<file path="config.mk">
export PLATFORM = sky130hd
export DESIGN_NAME = frac_sad_select
export DESIGN_NICKNAME = d
export VERILOG_FILES = /design/src/rtl/frac_sad_select.sv
export SDC_FILE = /design/constraint.sdc
export NUM_CORES = 1
export LEC_CHECK = 0
export ABC_AREA = 0
export CELL_PAD_IN_SITES_DETAIL_PLACEMENT = 0
export CELL_PAD_IN_SITES_GLOBAL_PLACEMENT = 1
export CORE_MARGIN = 5
export CORE_UTILIZATION = 45
export CTS_CLUSTER_SIZE = 24
export DETAILED_ROUTE_END_ITERATION = 8
export GPL_TIMING_DRIVEN = 0
export PLACE_DENSITY = 0.91
export SYNTH_ARGS = -nofsm -noshare
export SYNTH_HDL_FRONTEND = slang
export SYNTH_SLANG_ARGS = --single-unit
</file>
<file path="constraint.sdc">
create_clock -name clk -period 5.5 [get_ports clk]
set_input_delay 1.65 -clock clk [delete_from_list [all_inputs] [get_ports clk]]
set_output_delay 1.65 -clock clk [all_outputs]
set_load 0.1 [all_outputs]
</file>
<file path="src/rtl/frac_sad_select.sv">
// Accumulates per-row fractional-candidate SADs over a block, then scans the
// block totals one candidate per cycle and presents the minimum over valid/ready.
module frac_sad_select #(
  parameter int N_CAND = 6,
  parameter int SAD_W  = 10,
  parameter int ROWS   = 8,
  parameter int ACC_W  = 13,
  parameter int IDX_W  = 3
) (
  input  logic                      clk,
  input  logic                      reset,
  input  logic [N_CAND*SAD_W-1:0]   sad_in,
  input  logic                      sad_valid,
  input  logic                      blk_start,
  output logic                      in_ready,
  output logic [ACC_W-1:0]          best_sad,
  output logic [IDX_W-1:0]          best_idx,
  output logic                      out_valid,
  input  logic                      out_ready,
  output logic                      err_restart
);

  localparam int ROW_W = $clog2(ROWS + 1);

  typedef enum logic [1:0] {
    IDLE  = 2'd0,
    ACCUM = 2'd1,
    SCAN  = 2'd2,
    HOLD  = 2'd3
  } state_t;

  state_t             state;
  logic [ACC_W-1:0]   acc      [N_CAND];
  logic [ACC_W-1:0]   acc_next [N_CAND];
  logic [ACC_W-1:0]   sad_ext  [N_CAND];
  logic [ROW_W-1:0]   rows;
  logic [ROW_W-1:0]   rows_next;
  logic [IDX_W-1:0]   scan_idx;
  logic [ACC_W-1:0]   cand;
  logic               in_accept_state;
  logic               accept;
  logic               load;
  logic               add;
  logic               block_done;
  logic               take_cand;

  assign in_accept_state = (state == IDLE) || (state == ACCUM);
  assign accept          = sad_valid && in_ready && in_accept_state;
  // The first row after IDLE always starts a block; blk_start only matters mid-block.
  assign load            = accept && ((state == IDLE) || blk_start);
  assign add             = accept && !load;
  assign rows_next       = load ? ROW_W'(1) : rows + ROW_W'(1);
  assign block_done      = accept && (rows_next == ROW_W'(ROWS));

  for (genvar gi = 0; gi < N_CAND; gi++) begin : g_acc
    assign sad_ext[gi]  = ACC_W'(sad_in[gi*SAD_W +: SAD_W]);
    assign acc_next[gi] = load ? sad_ext[gi] :
                          add  ? acc[gi] + sad_ext[gi] :
                                 acc[gi];
  end

  assign cand      = acc[scan_idx];
  // Strict less-than keeps the lowest index on ties.
  assign take_cand = (scan_idx == '0) || (cand < best_sad);

  always_ff @(posedge clk or negedge reset) begin
    if (!reset) begin
      for (int i = 0; i < N_CAND; i++) acc[i] <= '0;
    end else begin
      for (int i = 0; i < N_CAND; i++) acc[i] <= acc_next[i];
    end
  end

  always_ff @(posedge clk or negedge reset) begin
    if (!reset) begin
      state       <= IDLE;
      rows        <= '0;
      scan_idx    <= '0;
      best_sad    <= '0;
      best_idx    <= '0;
      out_valid   <= 1'b0;
      err_restart <= 1'b0;
      in_ready    <= 1'b0;
    end else begin
      err_restart <= 1'b0;
      case (state)
        IDLE, ACCUM: begin
          if (accept) begin
            rows        <= rows_next;
            err_restart <= (state == ACCUM) && blk_start;
            if (block_done) begin
              state    <= SCAN;
              scan_idx <= '0;
              in_ready <= 1'b0;
            end else begin
              state    <= ACCUM;
              in_ready <= 1'b1;
            end
          end else begin
            in_ready <= 1'b1;
          end
        end

        SCAN: begin
          if (take_cand) begin
            best_sad <= cand;
            best_idx <= scan_idx;
          end
          if (scan_idx == IDX_W'(N_CAND - 1)) begin
            state     <= HOLD;
            out_valid <= 1'b1;
          end else begin
            scan_idx <= scan_idx + IDX_W'(1);
          end
        end

        HOLD: begin
          if (out_ready) begin
            state     <= IDLE;
            out_valid <= 1'b0;
            in_ready  <= 1'b1;
            rows      <= '0;
          end
        end

        default: begin
          state     <= IDLE;
          out_valid <= 1'b0;
          in_ready  <= 1'b0;
        end
      endcase
    end
  end

endmodule
</file>
==> reports/results.txt, run 1 <==
CP endpoint kind: flip-flop
DR DRC count: 0
DIE WIDTH: 145 um
Worst hold slack: 525 ps
Die ar.: 0.0210 mm2
H-tree levels: 3
Status: complete, no violations
Clock Pin Slew Worst Setup and Hold Paths: 80 ps
Final nets: 1154
Cts repair resizes: 0
Post-synth EDFFs: 0
Fin util: 0.537
GRT Util Overall: 0.242
Yosys cell types: 65
ANT cells: 0
CTS Hold Buffers Added: 0
Max_slew headroom: 0.354
CTS tree: yes
Unrepaired setup endpoints after global routing: no
Seq/Total Area, Yosys: 0.324
Syn-to-layout area delta: 17.8%
Setup WS post-layout: 1150 ps
Initial DRT Pass Iterations: 7
Final Power: 3100 uW
Final setup violation count: 0
Final cell count without fillers: 1241
GRT overflow: 0
CP max FO: 10
Post-synthesis sequential element count: 106
Clock latency on the worst-skew pair: 370 ps
Max capacitance violation total: 0
Ys Warns: 0
Largest net degree at the start of global routing: 62
Via density: 6.11
Yosys top cell area share: 0.324
Complex-gate fraction of the synthesized area: 0.239
CTS root buffer: clkbuf_16
Syn_nets: 1059
Largest family of logic cells by synthesized area: compound AO/OA/AOI/OAI gates
Clk_skew: 11.9 ps
Maximum VDD drop: 0.000162 V
Core ar.: 0.0180 mm2
Largest cells by area after synthesis: dfrtp_1 32%, ha_1 12%, o21ai_0 5.3%, a21oi_1 4.9%, nand2_1 4.4%
Simple-Gate Fraction of Synth Area: 0.149
Ys async rst share: 1.00
Setup Fix Bufs, Post-CTS: 0
CP required: 5750 ps
Routability Congestion: 0.926
Minimum clock period: 4350 ps
First-pass GRT wire length: 39200 um
Multiplexer area fraction after synthesis: 0.0856
PortBufs: 83
1st-iter DRT viols: 684
Critical path type: flip-flop to flip-flop
Area leader, netlist: dfrtp_1
Initial Util: 0.456
Endpoints failing hold: 0
Final wirelength: 25400 um
Worst-margin pin slew: 965 ps
Worst hold path type: flip-flop to flip-flop
DRT antenna net count: 0
Adder-Cell Fraction of Synth Area: 0.131
XOR/XNOR Fraction of Synth Area: 0.0375
Synth Instances: 912
CTS Buf Count: 9
Die Y: 145 um
Vias: 7587
Worst setup SP type: flip-flop
Vias in the first global route: 7232
Fin. max-slew vios: 0
Fillers: 1654
Achievable Freq: 230 MHz
Placed Cells incl. Taps: 1225
P_leak: 0.00418 uW
Post-Place Setup Slack: 1090 ps
Post-synthesis cell area: 0.00818 mm2
WL/cell: 20.5 um
I/O pin total: 84
Synth Flop Type: dfrtp_1
Mapped Avg Cell Area: 8.97 um2
Pwr per Cell Area: 322 mW/mm2
Period utilization: 0.791
Clock sinks: 106
Share of post-route cells with drive strength above 1: 0.0682
Max Buffers Root-to-Sink: 2
Worst EP arrival: 4600 ps
Initial antenna violation count: 0
Rows: 49
HPWL Detailed: 19200 um
[final timing paths]
| kind | from | end | slack, ps | depth (start not counted) |
|---|---|---|---|---|
| min in group asynchronous | reset | acc[3]$_DFFE_PN0P_ | 1360 | 1 |
| min reg2reg | out_valid$_DFFE_PN0P_ | out_valid$_DFFE_PN0P_ | 520 | 2 |
| max | scan_idx[1]$_DFFE_PN0P_ | best_sad[4]$_DFFE_PN0P_ | 1150 | 13 |
| min | out_valid$_DFFE_PN0P_ | out_valid$_DFFE_PN0P_ | 520 | 2 |
| max reg2reg | scan_idx[1]$_DFFE_PN0P_ | best_sad[4]$_DFFE_PN0P_ | 1150 | 13 |
| max in group asynchronous | reset | acc[71]$_DFFE_PN0P_ | 3420 | 2 |
[report_power, final]
| part | internal [uW] | switching, uW | leakage [uW] | total (uW) |
|---|---|---|---|---|
| Combinational | 589 | 727 | 0.00271 | 1320 |
| Sequential | 917 | 153 | 0.00131 | 1070 |
| Clock | 367 | 348 | 0.000156 | 715 |
[final cells by class]
cell class,count,area [um2],share of cell area
Tap cell,229,287,0.0297
Clock buffer,9,225,0.0234
Timing Repair Buffer,84,856,0.0887
Multi-Input combinational cell,737,5260,0.545
Clock inverter,7,92.6,0.00960
Buffer,42,175,0.0182
Inverter,27,101,0.0105
Sequential cell,106,2650,0.275
[placed cells by master (no fill, tap or decap), types with 4 or more instances in the layout]
cell and instances:
inv_1 27, dfrtp_1 106, mux2_2 18, nand4_1 7, ha_1 76, and4_1 4, clkdlybuf4s50_1 82, a211oi_1 28
o21bai_1 7, or3_1 4, a21oi_1 80, xnor2_1 16, mux2_4 9, o21a_1 9, nor2_1 76, clkbuf_16 9
mux4_2 13, a31oi_1 25, a21o_1 20, fa_1 6, nand2b_1 7, and3_1 24, mux2i_1 7, buf_1 6
nand3_1 13, xor2_1 19, nand2_1 95, o211ai_1 5, nor3_1 10, nor2b_1 5, a22o_1 17, clkbuf_1 32
o21ai_0 86
[cells in the mapped netlist, types with 10 or more instances]
cell type,count
a22o_1,17
dfrtp_1,106
a21oi_1,80
clkbuf_1,32
a211oi_1,28
a31oi_1,25
mux4_2,13
xnor2_1,16
nand3_1,13
nand2_1,95
ha_1,76
o21ai_0,86
mux2_2,18
nor2_1,76
xor2_1,19
and3_1,24
nor3_1,10
inv_1,27
a21o_1,20
[worst max-delay path, cell delays in order (launching register included)]
cell,delay [ps]
dfrtp_1,350
clkbuf_1,550
clkbuf_1,670
mux4_2,460
a22o_1,250
ha_1,190
or2_2,300
a211oi_1,320
a221oi_2,120
nor2_1,210
o21a_1,140
buf_4,170
buf_8,170
mux2_4,310
[sequential cells by signal, indices dropped and copies added, names as in the netlist]
name,cells
best_idx,3
acc,78
best_sad,13
state,2
out_valid,1
scan_idx,3
rows,4
err_restart,1
in_ready,1
[logic make-up after synthesis]
logic type	Yosys count
AO/OA/AOI/OAI	311
AND/OR/NAND/NOR	262
flip-flops	106
adder cells (fa/ha/maj)	82
buffers and inverters	69
multiplexers	47
XOR/XNOR	35
[routing by layer]
layer / wire (um) / share of wire / vias up / global-route usage
met5: 0 / 0 / - / 0
met4: 420 / 0.017 / 0 / 0.0702
met3: 1650 / 0.065 / 33 / 0.0302
met2: 11800 / 0.47 / 268 / 0.392
met1: 11500 / 0.45 / 3701 / 0.342
li1: - / - / 3585 / -
[stage by stage]
step	cell area [um2]	setup TNS (ps)
5_1_grt	9640	0
3_5_place_dp	9330	0
6_report	9640	0
4_1_cts	9640	0
3_3_place_gp	9300	-163490
2_1_floorplan	8180	0
(Power assumes the default switching activity.)
==> run 2: changes to the inputs <==
CORE_UTILIZATION = 40   (was 45)
PLACE_DENSITY = 0.86   (was 0.91)
clock period = 3.52 ns   (was 5.5 ns; I/O delays follow)
==> run 2 against run 1 <==
Clock power grew 64%. First-iteration DRC count fell by 14%. Fmax grew 26%. Final cell count grew 3.9%. Sequential power grew 57%. Critical path depth is the same. Setup slack got worse by 1100 ps. Power grew 61%. Global-route usage decreased by 2.1 points. Sequential share of layout area is 0.93 points lower. Core utilization down 4.2 points.
==> reports/results.txt, run 2 (synthesis gave the netlist of run 1 again) <==
FF-to-FF path depth: 13
Die ar.: 0.0234 mm2
Minimum clock period: 3460 ps
Routability Congestion: 0.875
Worst hold path type: flip-flop to flip-flop
1st-iter DRT viols: 589
Share of post-route cells with drive strength above 1: 0.0951
Die Y: 153 um
CP peak stage delay: 540 ps
Initial Util: 0.406
Initial antenna violation count: 0
CP endpoint: best_sad[10]$_DFFE_PN0P_
Final Power: 5000 uW
Endpoints failing hold: 0
CTS Buf Count: 9
CTS tree: yes
Final cell count without fillers: 1290
Clock power frac: 0.233
Clock latency on the worst-skew pair: 370 ps
CP required: 3780 ps
GRT Util Overall: 0.221
Internal cell power: 3050 uW
Worst setup path start: scan_idx[0]$_DFFE_PN0P_
WL/cell: 20.4 um
PortBufs: 83
Rows: 52
H-tree levels: 3
Vias in the first global route: 7436
Top reg by flops: acc
CTS Hold Buffers Added: 0
Critical path type: flip-flop to flip-flop
Worst EP arrival: 3720 ps
Fin. max-slew vios: 0
DRT antenna net count: 0
Achievable Freq: 289 MHz
Seq pwr share: 0.335
Most frequent CP cell: buf_12
Initial DRT Pass Iterations: 5
Final nets: 1162
R2r setup slk: 60 ps
Combinational share of power: 0.432
Reg2reg start: scan_idx[0]$_DFFE_PN0P_
Unrepaired setup endpoints after global routing: yes
Commonest non-fill, non-tap cell in the layout: dfrtp_1
Biggest regs: acc (78), best_sad (13), rows (4)
Max Buffers Root-to-Sink: 2
I/O pin total: 84
Final wirelength: 26300 um
CP max FO: 6
CTS root buffer: clkbuf_16
Placed Cells incl. Taps: 1266
CP endpoint kind: flip-flop
Syn-to-layout area delta: 22.1%
ANT cells: 0
Switching Share: 0.390
Crit path max-delay cell type: mux4_2
Max reg flops: 78
Fillers: 1905
Max capacitance violation total: 0
Period utilization: 0.983
Status: complete, no violations
Worst setup SP type: flip-flop
DR DRC count: 0
Max_slew headroom: 0.353
Worst-margin pin slew: 968 ps
Clk_skew: 9.59 ps
First-pass GRT wire length: 41000 um
Maximum VDD drop: 0.000215 V
Worst r2r dst: best_sad[10]$_DFFE_PN0P_
Most frequent cells in the layout: 104 x dfrtp_1, 95 x nand2_1, 85 x o21ai_0, 82 x clkdlybuf4s50_1, 80 x a21oi_1
Via density: 5.88
Clock sinks: 106
Core ar.: 0.0202 mm2
DIE WIDTH: 153 um
P_leak: 0.00429 uW
Largest net degree at the start of global routing: 76
Pwr per Cell Area: 501 mW/mm2
Clock Pin Slew Worst Setup and Hold Paths: 80 ps
HPWL Detailed: 19500 um
Critical path, cell by cell: buf_12, buf_12, mux4_2, a22o_4, ha_4, and4_4, o211ai_1, a221oi_2, nor2_4, o21a_1, buf_6, clkbuf_16, mux2_4
GRT overflow: 0
Net Sw Power: 1950 uW
Final setup violation count: 0
Vias: 7588
## run 2: through the flow
| stage | setup WS (ps) | setup TNS, ps | util | hold WS, ps | cell area [um2] |
|---|---|---|---|---|---|
| after floorplan | 80.8 | 0 | - | 469 | 8180 |
| after global placement | -3060 | -334690 | 0.464 | 482 | 9350 |
| after detailed placement | -747 | -11870 | 0.465 | 494 | 9380 |
| after CTS | 18.6 | 0 | 0.487 | 511 | 9820 |
| after global routing | -20.4 | -57.9 | 0.495 | 536 | 9990 |
| final | 59.4 | 0 | 0.495 | 505 | 9990 |
## run 2: per-layer routing
metal | up-vias | global-route usage | share of wire
li1 | 3606 | - | -
met1 | 3677 | 0.304 | 0.45
met2 | 264 | 0.361 | 0.46
met3 | 41 | 0.0365 | 0.067
met4 | 0 | 0.0653 | 0.024
met5 | - | 0 | 0
## run 2: worst max-delay path: cells and delay by family, from the launching register on
kind	cells	cell delay [ps]
buf+inv	4	580
fa+ha+maj	1	270
compound gates	4	930
mux	2	830
flops	1	430
simple gates	2	310
## run 2: worst min path at each step
| stage | endpoint | startpoint | depth (start not counted) |
|---|---|---|---|
| 2_1_floorplan | rows[3]$_DFFE_PN0P_ | rows[3]$_DFFE_PN0P_ | 1 |
| 3_3_place_gp | rows[3]$_DFFE_PN0P_ | rows[3]$_DFFE_PN0P_ | 1 |
| 3_5_place_dp | rows[3]$_DFFE_PN0P_ | rows[3]$_DFFE_PN0P_ | 1 |
| 4_1_cts | rows[3]$_DFFE_PN0P_ | rows[3]$_DFFE_PN0P_ | 1 |
| 5_1_grt | rows[3]$_DFFE_PN0P_ | rows[3]$_DFFE_PN0P_ | 1 |
| 6_report | out_valid$_DFFE_PN0P_ | out_valid$_DFFE_PN0P_ | 2 |
## run 2: what timing repair did
item / 4_1_cts / 5_1_grt
gates resized for setup: 19 / 20
endpoints found under the setup margin: 16 / 13
pin swaps: 0 / 12
setup buffers: 5 / 2
cloned: 0 / 1
## run 2: layout make-up
type	count	area, um2	share of cell area
Clock buffer	9	225	0.0225
Clock inverter	7	100	0.0100
Tap cell	270	338	0.0338
Inverter	27	101	0.0101
Timing Repair Buffer	92	978	0.0979
Buffer	42	231	0.0232
Multi-Input combinational cell	737	5360	0.537
Sequential cell	106	2660	0.266
## run 2: power groups by stage
stage          Clock, uW  Combinational, uW  Sequential, uW
5_1_grt             1230               2400            1700
3_3_place_gp           0               1980            1680
6_report            1170               2160            1680
2_1_floorplan          0               1500            1620
4_1_cts             1180               2050            1670
3_5_place_dp           0               2020            1690
==> run 3: changes to the inputs <==
CORE_UTILIZATION = 45   (was 40)
PLACE_DENSITY = unset   (was 0.86)
PLACE_DENSITY_LB_ADDON = 0.15   (was unset)
SKIP_CTS_REPAIR_TIMING = 1   (was unset)
clock period = 3.5 ns   (was 3.52 ns; I/O delays follow)
==> run 3 against run 2 <==
First-iteration DRC count rose by 2.9%. Critical path depth unchanged. Fmax decreased by 2.2%. Via count down 1.1%. Setup slack lost 98 ps. Clock skew grew 4.4 ps. Cell area is 0.68% lower. Final cell count shrank 2.8%. Power fell by 0.42%. Clock power about the same. The run now ends with setup timing left. Global-route usage rose by 3.0 points. Core utilization grew 5.7 points.
==> reports/results.txt, run 3 (synthesis gave the netlist of run 1 again) <==
Worst-margin pin slew: 967 ps
Commonest non-fill, non-tap cell in the layout: dfrtp_1
Rows: 49
CTS Buf Count: 9
Reg2reg start: scan_idx[0]$_DFFE_PN0P_
Worst hold path type: flip-flop to flip-flop
WL/cell: 21.0 um
Failing checks: setup timing
Vias in the first global route: 7260
Final wirelength: 26300 um
Fin. max-slew vios: 0
GRT overflow: 0
1st-iter DRT viols: 606
Core ar.: 0.0180 mm2
Worst EP arrival: 3790 ps
Placed Instance Area: 0.00933 mm2
Max reg flops: 78
Via density: 5.98
CP required: 3750 ps
Hold Crit Start: best_idx[1]$_DFFE_PN0P_
Worst setup SP type: flip-flop
Share of post-route cells with drive strength above 1: 0.0946
GRT Util Overall: 0.251
ANT cells: 0
Post-route cell area: 0.00992 mm2
Clock sinks: 106
Endpoints failing hold: 0
Die Y: 145 um
Achievable Freq: 283 MHz
Routability Congestion: 0.951
Max Buffers Root-to-Sink: 2
Initial DRT Pass Iterations: 5
Placed Cells incl. Taps: 1225
Largest net degree at the start of global routing: 55
Final setup violation count: 10
Maximum VDD drop: 0.000251 V
Biggest regs: acc (78), best_sad (13), rows (4)
DRT antenna net count: 0
Clock latency on the worst-skew pair: 370 ps
CTS root buffer: clkbuf_16
Syn-to-layout area delta: 21.3%
Initial Util: 0.456
Minimum clock period: 3540 ps
Worst setup path start: scan_idx[0]$_DFFE_PN0P_
HPWL Detailed: 19800 um
DIE WIDTH: 145 um
Clock Pin Slew Worst Setup and Hold Paths: 70 ps
Critical path type: flip-flop to flip-flop
Period utilization: 1.01
CTS tree: yes
Final nets: 1168
P_leak: 0.00430 uW
Top reg by flops: acc
Vias: 7505
Initial antenna violation count: 0
H-tree levels: 3
Max capacitance violation total: 0
Most frequent cells in the layout: 104 x dfrtp_1, 95 x nand2_1, 86 x o21ai_0, 82 x clkdlybuf4s50_1, 80 x a21oi_1
Status: finished with violations
Pwr per Cell Area: 502 mW/mm2
Setup WS post-layout: -38.7 ps
Max_slew headroom: 0.353
I/O pin total: 84
First-pass GRT wire length: 40100 um
DR DRC count: 0
CP endpoint kind: flip-flop
CP max FO: 10
Fillers: 1701
Final cell count without fillers: 1254
Die ar.: 0.0210 mm2
Unrepaired setup endpoints after global routing: yes
Clk_skew: 14.0 ps
PortBufs: 83
==> run 3: layer usage <==
| layer | part of all wire | wire (um) | global-route usage |
|---|---|---|---|
| met1 | 0.46 | 12100 | 0.346 |
| met2 | 0.47 | 12300 | 0.417 |
| met3 | 0.043 | 1120 | 0.0230 |
| met4 | 0.030 | 780 | 0.0839 |
| met5 | 0 | 0 | 0 |
==> run 3: layout make-up <==
cell class	count	area, um2	share of cell area
Sequential cell	106	2660	0.268
Timing Repair Buffer	98	1010	0.102
Inverter	27	101	0.0102
Clock buffer	11	243	0.0245
Clock inverter	4	76.3	0.00769
Multi-Input combinational cell	737	5320	0.536
Tap cell	229	287	0.0289
Buffer	42	228	0.0229
==> run 3: report_power, final <==
| part | switching (uW) | internal, uW | total [uW] | leakage [uW] |
|---|---|---|---|---|
| logic | 1160 | 978 | 2140 | 0.00283 |
| clock network | 512 | 646 | 1160 | 0.000152 |
| registers | 242 | 1440 | 1680 | 0.00131 |
| total | 1920 | 3070 | 4980 | 0.00430 |
==> run 3: path summary, 6_finish.rpt <==
check,slack (ps),endpoint,depth (start not counted)
hold reg to reg,510,best_idx[1]$_DFFE_PN0P_,1
hold / removal,510,best_idx[1]$_DFFE_PN0P_,1
max in group asynchronous,2170,acc[32]$_DFFE_PN0P_,2
setup / recovery,-40,best_sad[5]$_DFFE_PN0P_,13
min in group asynchronous,620,acc[14]$_DFFE_PN0P_,1
setup reg to reg,-40,best_sad[5]$_DFFE_PN0P_,13
==> run 3: metrics by stage <==
step                TNS (ps)  utilization  hold WS, ps  total power [uW]  setup WS (ps)
finish                  -313        0.552          514              4980          -38.7
global route           -1440        0.552          534              5310           -136
CTS                   -12850        0.537          517              4890           -899
detailed placement    -14490        0.519          502              3740           -884
global placement     -345810        0.518          484              3710          -3140
floorplan                  0            -          469              3140           60.8
==> run 3: worst max-delay path, stage by stage (launching register included) <==
cell and delay (ps):
dfrtp_2 530, buf_12 180, buf_12 140, mux4_2 550
a22o_4 260, ha_4 270, and4_4 230, o211ai_1 100
a221oi_2 280, nor2_2 110, o21a_1 200, buf_6 130
buf_12 140, mux2_4 290
